`src/rtl/xadac_pkg.sv`:
```
// Shared types and constants for the xadac accelerator interface and the
// vector bias unit. Field positions of the bias instruction live here.
package xadac_pkg;

  localparam int XLEN         = 64;
  localparam int SumWidth     = 32;
  localparam int MaxVecLen    = 8;
  localparam int VecLenWidth  = 4;
  localparam int IdWidth      = 5;
  localparam int NumRs        = 2;
  localparam int NumVs        = 3;
  localparam int VbiasModeLsb = 12;
  localparam int VecLenLsb    = 25;

  typedef logic [VecLenWidth-1:0]          VecLenT;
  typedef logic signed [SumWidth-1:0]      SumT;
  typedef logic [MaxVecLen*SumWidth-1:0]   VecDataT;
  typedef logic [XLEN-1:0]                 RegDataT;
  typedef logic [IdWidth-1:0]              IdT;
  typedef logic [31:0]                     InstrT;

  localparam SumT SumMax = {1'b0, {(SumWidth-1){1'b1}}};
  localparam SumT SumMin = {1'b1, {(SumWidth-1){1'b0}}};

  typedef enum logic [1:0] {
    BCAST = 2'd0,
    SADD  = 2'd1,
    VADD  = 2'd2,
    RSVD  = 2'd3
  } VbiasModeT;

  typedef struct packed {
    IdT    id;
    InstrT instr;
  } DecReqT;

  typedef struct packed {
    IdT               id;
    logic             accept;
    logic             rd_clobber;
    logic             vd_clobber;
    logic [NumRs-1:0] rs_read;
    logic [NumVs-1:0] vs_read;
  } DecRspT;

  typedef struct packed {
    InstrT                     instr;
    RegDataT [NumRs-1:0]       rs_data;
    VecDataT [NumVs-1:0]       vs_data;
  } ExeReqT;

  typedef struct packed {
    IdT      id;
    VecDataT vd;
  } ExeRspT;

  function automatic VbiasModeT instr_mode(input InstrT instr);
    return VbiasModeT'(instr[VbiasModeLsb +: 2]);
  endfunction

  function automatic VecLenT instr_vlen(input InstrT instr);
    return instr[VecLenLsb +: VecLenWidth];
  endfunction

endpackage

```
`src/rtl/xadac_if.sv`:
```
// xadac accelerator interface: decode handshake plus execute request/response.
interface xadac_if;
  import xadac_pkg::*;

  logic   dec_req_valid;
  logic   dec_req_ready;
  DecReqT dec_req;
  logic   dec_rsp_valid;
  logic   dec_rsp_ready;
  DecRspT dec_rsp;

  logic   exe_req_valid;
  logic   exe_req_ready;
  IdT     exe_req_id;
  ExeReqT exe_req;
  logic   exe_rsp_valid;
  logic   exe_rsp_ready;
  ExeRspT exe_rsp;

  modport slv (
    input  dec_req_valid, dec_req, dec_rsp_ready,
           exe_req_valid, exe_req_id, exe_req, exe_rsp_ready,
    output dec_req_ready, dec_rsp_valid, dec_rsp,
           exe_req_ready, exe_rsp_valid, exe_rsp
  );

  modport mst (
    output dec_req_valid, dec_req, dec_rsp_ready,
           exe_req_valid, exe_req_id, exe_req, exe_rsp_ready,
    input  dec_req_ready, dec_rsp_valid, dec_rsp,
           exe_req_ready, exe_rsp_valid, exe_rsp
  );

endinterface

```
`src/rtl/xadac_vbias_lane.sv`:
```
// One bias lane: broadcast, or signed add with optional saturation.
// Disabled lanes and the reserved mode produce zero.
module xadac_vbias_lane
  import xadac_pkg::*;
#(
  parameter bit Saturate = 1'b1
) (
  input  VbiasModeT mode_i,
  input  SumT       a_i,
  input  SumT       b_i,
  input  SumT       s_i,
  input  logic      en_i,
  output SumT       sum_o
);

  SumT                 addend;
  logic [SumWidth:0]   wide;
  logic                ovf;

  assign addend = (mode_i == VADD) ? b_i : s_i;
  assign wide   = {a_i[SumWidth-1], a_i} + {addend[SumWidth-1], addend};
  // Sign-extended sum disagreeing in its top two bits means the add overflowed.
  assign ovf    = wide[SumWidth] != wide[SumWidth-1];

  // NOTE: sum_o is defaulted before the case so no path leaves it unassigned; otherwise a latch is inferred.
  always_comb begin
    sum_o = '0;
    if (en_i) begin
      case (mode_i)
        BCAST: sum_o = s_i;
        SADD, VADD: begin
          if (Saturate && ovf) sum_o = wide[SumWidth] ? SumMin : SumMax;
          else                 sum_o = wide[SumWidth-1:0];
        end
        default: sum_o = '0;
      endcase
    end
  end

endmodule

```
`src/rtl/xadac_vbias_pipe.sv`:
```
// Pipelined vector bias unit on the xadac slave port: combinational decode and
// a Stages-deep stall-all execute pipeline with in-order responses.
module xadac_vbias_pipe
  import xadac_pkg::*;
#(
  parameter int Stages   = 2,
  parameter bit Saturate = 1'b1,
  parameter int MaxLanes = MaxVecLen
) (
  input logic   clk,
  input logic   rst,
  xadac_if.slv  slv
);

  localparam int Lanes    = (MaxLanes < MaxVecLen) ? MaxLanes : MaxVecLen;
  localparam int OccWidth = $clog2(Stages + 1);

  VbiasModeT dec_mode;
  logic      dec_acc;

  assign dec_mode          = instr_mode(slv.dec_req.instr);
  assign dec_acc           = dec_mode != RSVD;
  assign slv.dec_rsp_valid = slv.dec_req_valid;
  assign slv.dec_req_ready = slv.dec_rsp_valid && slv.dec_rsp_ready;

  always_comb begin
    slv.dec_rsp            = '0;
    slv.dec_rsp.id         = slv.dec_req.id;
    slv.dec_rsp.accept     = dec_acc;
    slv.dec_rsp.vd_clobber = dec_acc;
    slv.dec_rsp.rs_read[0] = (dec_mode == BCAST) || (dec_mode == SADD);
    slv.dec_rsp.vs_read[0] = (dec_mode == SADD) || (dec_mode == VADD);
    slv.dec_rsp.vs_read[1] = (dec_mode == VADD);
  end

  VbiasModeT exe_mode;
  VecLenT    exe_vlen;
  SumT       exe_s;
  VecDataT   vd_d;

  assign exe_mode = instr_mode(slv.exe_req.instr);
  assign exe_vlen = instr_vlen(slv.exe_req.instr);
  assign exe_s    = slv.exe_req.rs_data[0][SumWidth-1:0];

  for (genvar i = 0; i < MaxVecLen; i++) begin : g_lane
    if (i < Lanes) begin : g_on
      SumT lane_sum;
      xadac_vbias_lane #(.Saturate(Saturate)) u_lane (
        .mode_i (exe_mode),
        .a_i    (slv.exe_req.vs_data[0][i*SumWidth +: SumWidth]),
        .b_i    (slv.exe_req.vs_data[1][i*SumWidth +: SumWidth]),
        .s_i    (exe_s),
        .en_i   (i < int'(exe_vlen)),
        .sum_o  (lane_sum)
      );
      assign vd_d[i*SumWidth +: SumWidth] = lane_sum;
    end else begin : g_off
      assign vd_d[i*SumWidth +: SumWidth] = '0;
    end
  end

  logic [Stages-1:0]   valid_q;
  IdT                  id_q [Stages];
  VecDataT             vd_q [Stages];
  logic [OccWidth-1:0] occ_q, occ_d;
  logic                advance, load, retire;

  // Any stall at the output freezes every stage, so bubbles are never squeezed out.
  assign advance           = !valid_q[Stages-1] || slv.exe_rsp_ready;
  assign load              = slv.exe_req_valid && advance;
  assign retire            = valid_q[Stages-1] && slv.exe_rsp_ready;
  assign slv.exe_req_ready = advance;
  assign slv.exe_rsp_valid = valid_q[Stages-1];
  assign slv.exe_rsp.id    = id_q[Stages-1];
  assign slv.exe_rsp.vd    = vd_q[Stages-1];

  // NOTE: non-blocking assignments let every stage capture its predecessor's pre-edge value in one shift.
  always_ff @(posedge clk or posedge rst) begin
    if (rst) begin
      valid_q <= '0;
      // NOTE: payload registers are cleared too so the bus never shows stale id/vd after reset.
      for (int k = 0; k < Stages; k++) begin
        id_q[k] <= '0;
        vd_q[k] <= '0;
      end
    end else if (advance) begin
      valid_q[0] <= slv.exe_req_valid;
      id_q[0]    <= slv.exe_req_id;
      vd_q[0]    <= vd_d;
      for (int k = 1; k < Stages; k++) begin
        valid_q[k] <= valid_q[k-1];
        id_q[k]    <= id_q[k-1];
        vd_q[k]    <= vd_q[k-1];
      end
    end
  end

  always_comb begin
    occ_d = occ_q;
    if (load && !retire)      occ_d = occ_q + 1'b1;
    else if (!load && retire) occ_d = occ_q - 1'b1;
  end

  always_ff @(posedge clk or posedge rst) begin
    if (rst) occ_q <= '0;
    else     occ_q <= occ_d;
  end

  occ_bound_a: assert property (@(posedge clk) disable iff (rst)
    occ_q <= OccWidth'(Stages));
  occ_empty_a: assert property (@(posedge clk) disable iff (rst)
    (occ_q == '0) |-> !slv.exe_rsp_valid);

endmodule
```
`src/flat_wrapper.sv`:
```
// flat-port wrapper written by rule: the top's interface ports become plain ports
module xadac_vbias_pipe_flat import xadac_pkg::*;
#(
  parameter int Stages   = 2,
  parameter bit Saturate = 1'b1,
  parameter int MaxLanes = MaxVecLen
)
  (clk, rst, slv_dec_req_valid, slv_dec_req, slv_dec_rsp_ready, slv_exe_req_valid, slv_exe_req_id, slv_exe_req, slv_exe_rsp_ready, slv_dec_req_ready, slv_dec_rsp_valid, slv_dec_rsp, slv_exe_req_ready, slv_exe_rsp_valid, slv_exe_rsp);
  xadac_if slv_i ();
  input logic clk;
  input logic rst;
  input wire logic [$bits(slv_i.dec_req_valid)-1:0] slv_dec_req_valid;
  input wire logic [$bits(slv_i.dec_req)-1:0] slv_dec_req;
  input wire logic [$bits(slv_i.dec_rsp_ready)-1:0] slv_dec_rsp_ready;
  input wire logic [$bits(slv_i.exe_req_valid)-1:0] slv_exe_req_valid;
  input wire logic [$bits(slv_i.exe_req_id)-1:0] slv_exe_req_id;
  input wire logic [$bits(slv_i.exe_req)-1:0] slv_exe_req;
  input wire logic [$bits(slv_i.exe_rsp_ready)-1:0] slv_exe_rsp_ready;
  output wire logic [$bits(slv_i.dec_req_ready)-1:0] slv_dec_req_ready;
  output wire logic [$bits(slv_i.dec_rsp_valid)-1:0] slv_dec_rsp_valid;
  output wire logic [$bits(slv_i.dec_rsp)-1:0] slv_dec_rsp;
  output wire logic [$bits(slv_i.exe_req_ready)-1:0] slv_exe_req_ready;
  output wire logic [$bits(slv_i.exe_rsp_valid)-1:0] slv_exe_rsp_valid;
  output wire logic [$bits(slv_i.exe_rsp)-1:0] slv_exe_rsp;
  assign slv_i.dec_req_valid = slv_dec_req_valid;
  assign slv_i.dec_req = slv_dec_req;
  assign slv_i.dec_rsp_ready = slv_dec_rsp_ready;
  assign slv_i.exe_req_valid = slv_exe_req_valid;
  assign slv_i.exe_req_id = slv_exe_req_id;
  assign slv_i.exe_req = slv_exe_req;
  assign slv_i.exe_rsp_ready = slv_exe_rsp_ready;
  assign slv_dec_req_ready = slv_i.dec_req_ready;
  assign slv_dec_rsp_valid = slv_i.dec_rsp_valid;
  assign slv_dec_rsp = slv_i.dec_rsp;
  assign slv_exe_req_ready = slv_i.exe_req_ready;
  assign slv_exe_rsp_valid = slv_i.exe_rsp_valid;
  assign slv_exe_rsp = slv_i.exe_rsp;
  xadac_vbias_pipe #(.Stages(Stages), .Saturate(Saturate), .MaxLanes(MaxLanes)) u_core (.clk(clk), .rst(rst), .slv(slv_i));
endmodule
```
`config.mk`:
```
export PLATFORM = sky130hd
export DESIGN_NAME = xadac_vbias_pipe_flat
export DESIGN_NICKNAME = d
export VERILOG_FILES = /design/src/rtl/xadac_pkg.sv /design/src/rtl/xadac_if.sv /design/src/rtl/xadac_vbias_lane.sv /design/src/rtl/xadac_vbias_pipe.sv /design/src/flat_wrapper.sv
export SDC_FILE = /design/constraint.sdc
export NUM_CORES = 2
export LEC_CHECK = 0
export ABC_AREA = 0
export CAP_MARGIN = 40
export CORE_AREA = 5 5 486 488
export DETAILED_ROUTE_END_ITERATION = 10
export DIE_AREA = 0 0 491 493
export DONT_BUFFER_PORTS = 1
export MAX_ROUTING_LAYER = met4
export PLACE_DENSITY_LB_ADDON = 0.1
export SYNTH_ARGS = -nofsm -noshare
export SYNTH_HDL_FRONTEND = slang
export SYNTH_SLANG_ARGS = --single-unit
```
`constraint.sdc`:
```
create_clock -name clk -period 27.6 [get_ports clk]
set_input_delay 1.38 -clock clk [delete_from_list [all_inputs] [get_ports clk]]
set_output_delay 1.38 -clock clk [all_outputs]
set_load 0.02 [all_outputs]
```
== Word level (Yosys, flattened, before mapping) ==
Cells that the tools add are included.
Word-level totals
  register bits: 524
  latch bits: 0
  memory bits (writable): 0
  memory bits (read-only): 0
  output and inout bits: 278
  memories kept: 0
Operators by class
  $add $sub $neg: 8
  $mul: 0
  divide/modulo/power cells: 0
  $lt $le $gt $ge: 8
  equal/unequal tests: 13
  shift-type cells: 0
  mux-type cells: 40
  bitwise logic cells: 0
  reductions and logical operators: 8
Operators with widths (number)
  2-to-1 mux 32 bit: 32
  case mux 32 bit (2 select lines): 8
  adder 32 x 32 -> 33 bit: 8
  < comparator 3 x 4 -> 1 bit (first input constant): 4
  < comparator 1 x 4 -> 1 bit (first input constant): 2
  < comparator 2 x 4 -> 1 bit (first input constant): 2
  inequality test 1 bit: 8
  == test 2 x 1 -> 1 bit (second input constant): 2
  == test 2 bit (second input constant): 2
  zero test 2 bit: 2
  logical OR 1 bit: 3
  inequality test 2 bit (second input constant): 1
  OR reduction 2 bit: 1
  logical AND 1 bit: 1
  zero test 1 bit: 1

== Logic depth before layout (Yosys ltp) ==
  depth after elaboration: 7
  gate-level depth with buffers: 23
  gate-level depth less buffers: 17

== By module ==
A second synthesis with hierarchy kept.
Unflattened totals
  cells, all modules: 4741
  area, all modules: 46148.0 µm²
Modules (own cells, without submodules)
  xadac_vbias_pipe: instances 1, cells each 1398, area an instance 22571.6 µm², sequential area each 13112.6 µm²
  xadac_vbias_lane at u_core.g_lane[4].g_on.u_lane ...: instances 3, cells each 420, area an instance 2946.6 µm², sequential area each 0.0 µm²
  xadac_vbias_lane at u_core.g_lane[1].g_on.u_lane ...: instances 2, cells each 429, area an instance 3045.4 µm², sequential area each 0.0 µm²
  xadac_vbias_lane at u_core.g_lane[7].g_on.u_lane: instances 1, cells each 399, area an instance 2977.9 µm², sequential area each 0.0 µm²
  xadac_vbias_lane at u_core.g_lane[0].g_on.u_lane: instances 1, cells each 423, area an instance 2930.3 µm², sequential area each 0.0 µm²
  xadac_vbias_lane at u_core.g_lane[3].g_on.u_lane: instances 1, cells each 403, area an instance 2737.6 µm², sequential area each 0.0 µm²

== Worst setup path before layout ==
No wires, ideal clock.
  kind: input port to flip-flop
  start: in slv_exe_req[908]
  end: reg u_core.vd_q[386] (netlist name)
  library setup time: 0.067 ns
  data arrival time: 5.557 ns
  slack: 21.976 ns
  cell stages on the path: 22
  path buffers: 5
  cell sequence: inv_1 > ha_1 > clkbuf_1 > clkbuf_1 > clkbuf_1 > clkbuf_1 > nand2_1 > nand2_1 > ha_1 > inv_1 > fa_1 > nand2b_1 > a21oi_1 > o211ai_1 > a2111oi_0 > o31ai_1 > nand3b_1 > a2111oi_1 > a211oi_1 > buf_2 > nand2_1 > nand2_1
Between the ends
  cells in the longest elaborated chain, start to end: 7
  elaborated cells between the ends (all ways): 11
Ends and longest elaborated chain
  start, declared: line flat_wrapper.sv:17  | input wire logic [$bits(slv_i.exe_req)-1:0] slv_exe_req;
  == test 2 bit: line xadac_vbias_lane.sv:20, xadac_vbias_lane.sv:29
  2-to-1 mux 32 bit: line xadac_vbias_lane.sv:20  | assign addend = (mode_i == VADD) ? b_i : s_i;
  adder 32 x 32 -> 33 bit: line xadac_vbias_lane.sv:21  | assign wide = {a_i[SumWidth-1], a_i} + {addend[SumWidth-1], addend};
  2-to-1 mux 32 bit / inequality test 1 bit (equally long branches): line xadac_vbias_lane.sv:32, xadac_vbias_lane.sv:23
  2-to-1 mux 32 bit: line xadac_vbias_lane.sv:32  | if (Saturate && ovf) sum_o = wide[SumWidth] ? SumMin : SumMax;
  case mux 32 bit (2 select lines) (*): line xadac_vbias_lane.sv:29  | case (mode_i)
  2-to-1 mux 32 bit (*): line xadac_vbias_lane.sv:28  | if (en_i) begin
  end signal, assigned by index: line xadac_vbias_pipe.sv:93  | vd_q[k] <= vd_q[k-1];
  end, declared: line xadac_vbias_pipe.sv:64  | VecDataT vd_q [Stages];
Mark *: on every way between the ends. The rest lies on a longest branch, timed or not.
A chain may end at the register's enable or synchronous reset.

== Worst setup path after layout ==
  start: in slv_exe_req[908]
  end: reg u_core.vd_q[510] (netlist name)
The elaborated chain is that of the path after synthesis.

==> flow_summary.toml <==
[critical_path]
r2r_start = "u_core.valid_q[1]$_DFFE_PP0P_"
cp-startpoint = "slv_exe_req[908]"
startpoint_type = "input pin"
crit_required_ns = 28.16
regToRegEndpoint = "u_core.vd_q[293]$_DFFE_PP0P_"
cp.arrival_ns = 8.00
path_class = "in2reg"
reg2reg_depth = 6
cp_max_fo = 75
crit_path_end_kind = "flip-flop"
rrSetupSlack_ns = 23.94

[logic_synthesis]
synth_ff_type = "dfrtp_1"
ys_seq_area_frac = 0.337
synth.mux.area_fraction = 0.00161
ys_warn_count = 0
synthCells = 5052
synthAdderAreaFrac = 0.0887
synth_seq_cells = 524
synth_top_family_by_area = "simple AND/OR/NAND/NOR gates"
synth_compound_area_frac = 0.206
ys_types = 83
synthArstFlopShare = 1.00
synth_edf_count = 0
synthSimpleGateAreaFrac = 0.227
yosys.area_share.xor_xnor = 0.0493
synth.largest_area_cell = "dfrtp_1"
avgSynthCellArea_um2 = 7.70
syn_area_mm2 = 0.0389
synth.area.top_cells = "dfrtp_1 (34%), nand2_1 (17%), ha_1 (8.5%), buf_4 (5.3%), o21ai_0 (3.6%)"
synth_top_area_share = 0.337

[finish]
final_common_cell = "nand2_1"
drive_above_1_share = 0.0704
layout.nets = 5972
nFillCells = 26196
final_cell_mix = "nand2_1 (1706), dfrtp_1 (524), o21ai_0 (278)"
area_growth_pct = 13.6

[sta]
worst_pin_slew_ns = 1.13
hold_violations = 0
max_freq_ghz = 0.134
finalSetupViolCount = 0
fin_crit_sh = 0.270
finalSetupTns_ns = 0
slew_viol_final = 0
fin_ws_ns = 20.16
period_minus_slack_ns = 7.44
fin_skew_ns = 0.0353
rsz0062_at_grt = "false"
slew_headroom = 0.247

[global_routing]
antenna_found_initial = 125
grt_overflow_total = 0
grt_pass1_wl_um = 350000
grt_max_degree = 155
grt_pass1_vias = 35924
grt.total_usage = 0.220

[drt]
vias_per_cell = 4.59
drtPass1Iterations = 6
drt_wl_total_um = 269000
wl_per_cell_um = 34.1
dr_total_vias = 36207
drt_iter0_drc = 2786
drc = 0
drtAntennaViolNets = 0

[clock_network]
htreeDepth = 3
clkSinkCount = 524
post_cts_buffers = 0
holdBufCountCts = 0
cts_resized = 0
cts_made_buffers = 78
cts_root_buffer = "clkbuf_16"
clk_pin_slew_ns = 0.06
insertion_delay_ns = 0.74
clock_path_buffers = 3
cts_tree = "done"

[floorplan]
core_area_mm2 = 0.231
rows = 177
dieArea_mm2 = 0.242
die_w_um = 491
initial_core_util = 0.168
die_h_um = 493
pin_count = 1254

[placement]
io_buffers = 0
pre_cts_slack_ns = 19.30
place_congestion = 0.856
dp_hpwl_um = 213000

[worst_hold_path]
worstHoldPathCells = 2
min_to = "u_core.slv.exe_rsp[254]$_DFFE_PP0P_"
hold_path.class = "reg2reg"
hold_start = "u_core.vd_q[510]$_DFFE_PP0P_"

[pwr]
vdd.ir_drop.worst_v = 0.0000409
power.density_mw_per_mm2 = 73.3
p_leak_nw = 20.5

[flow_run]
drv_cap = 0

[outcome]
status = "finished, final reports clean"
## registers in the layout, indices dropped and copies added (netlist names)
register and count:
u_core.slv.exe_rsp 261, u_core.vd_q 256, u_core.id_q 5, u_core.valid_q 2
## metal layers
layer / global-route usage / vias to the layer above / part of all wire
met5: - / - / 0
met4: 0.0763 / 0 / 0.036
met3: 0.0758 / 260 / 0.085
met2: 0.336 / 1408 / 0.45
met1: 0.270 / 18024 / 0.43
li1: - / 16515 / -
## final cells by class
class	instances	area, um^2	area share
Multi-Input combinational cell	3879	22600	0.511
Tap cell	3043	3810	0.0862
Antenna cell	66	165	0.00374
Sequential cell	524	13100	0.297
Clock buffer	98	2120	0.0479
Inverter	116	450	0.0102
Timing Repair Buffer	126	1370	0.0310
Clock inverter	42	594	0.0135
## worst max-delay path, stage by stage
cell,delay (ns)
inv_1,0.14
ha_4,0.39
buf_4,0.59
buf_4,0.68
nand2b_2,0.56
buf_4,0.38
nand2_1,0.23
ha_1,0.49
nand4_1,0.13
nand3_1,0.26
a211o_1,0.46
a21oi_1,0.27
and4b_1,0.25
o22ai_2,0.22
xnor2_2,0.08
buf_4,0.26
nor4_1,0.71
buf_4,0.27
o221ai_1,0.10
## synthesized netlist by cell type (24+ instances only)
| cell | n |
|---|---|
| a211oi_1 | 32 |
| a21o_1 | 126 |
| a21oi_1 | 266 |
| a31oi_1 | 24 |
| a32oi_1 | 63 |
| buf_4 | 274 |
| clkbuf_1 | 237 |
| dfrtp_1 | 524 |
| ha_1 | 263 |
| inv_1 | 115 |
| nand2_1 | 1712 |
| nand2b_1 | 69 |
| nand3_1 | 38 |
| nand4_1 | 24 |
| nor2_1 | 159 |
| nor2b_1 | 32 |
| nor3_1 | 35 |
| o211ai_1 | 155 |
| o21a_1 | 46 |
| o21ai_0 | 278 |
| o21bai_1 | 24 |
| o221ai_1 | 38 |
| xnor2_1 | 144 |
| xor2_1 | 75 |
## how the worst max path moves through the flow
stage	to	slack (ns)	cells after the start
2_1_floorplan	u_core.id_q[5]$_DFFE_PP0P_	11.58	1
3_3_place_gp	u_core.vd_q[262]$_DFFE_PP0P_	19.16	19
3_5_place_dp	u_core.vd_q[510]$_DFFE_PP0P_	19.30	19
4_1_cts	u_core.vd_q[510]$_DFFE_PP0P_	20.08	19
5_1_grt	u_core.vd_q[274]$_DFFE_PP0P_	19.88	19
6_report	u_core.vd_q[510]$_DFFE_PP0P_	20.16	19
## metrics by stage
stage	total power, mW	std cells	cell area [um^2]	hold slack, ns	util
6_report	3.24	7894	44200	0.447	0.191
5_1_grt	3.42	7885	44200	0.487	0.191
4_1_cts	3.30	7828	44000	0.453	0.190
3_5_place_dp	2.17	7688	41300	0.457	0.178
3_3_place_gp	2.16	7662	40700	0.453	0.176
2_1_floorplan	1.82	5054	38900	0.430	-
## cell families after synthesis
logic type	after synthesis
DFF	524
xor gates and xnor gates	219
and+or+nand+nor	2165
muxes	6
AOI/OAI and AO/OA	1215
buffers and inverters	651
other	1
adders and majority gates	271
## report_power, final
group	internal, mW	total, mW	switching, mW	leakage [nW]
combinational	0.308	0.948	0.640	12.3
clock	0.645	1.10	0.452	1.32
sequential	0.921	1.19	0.271	6.87
Note: power is estimated with default switching activity, not from simulation.
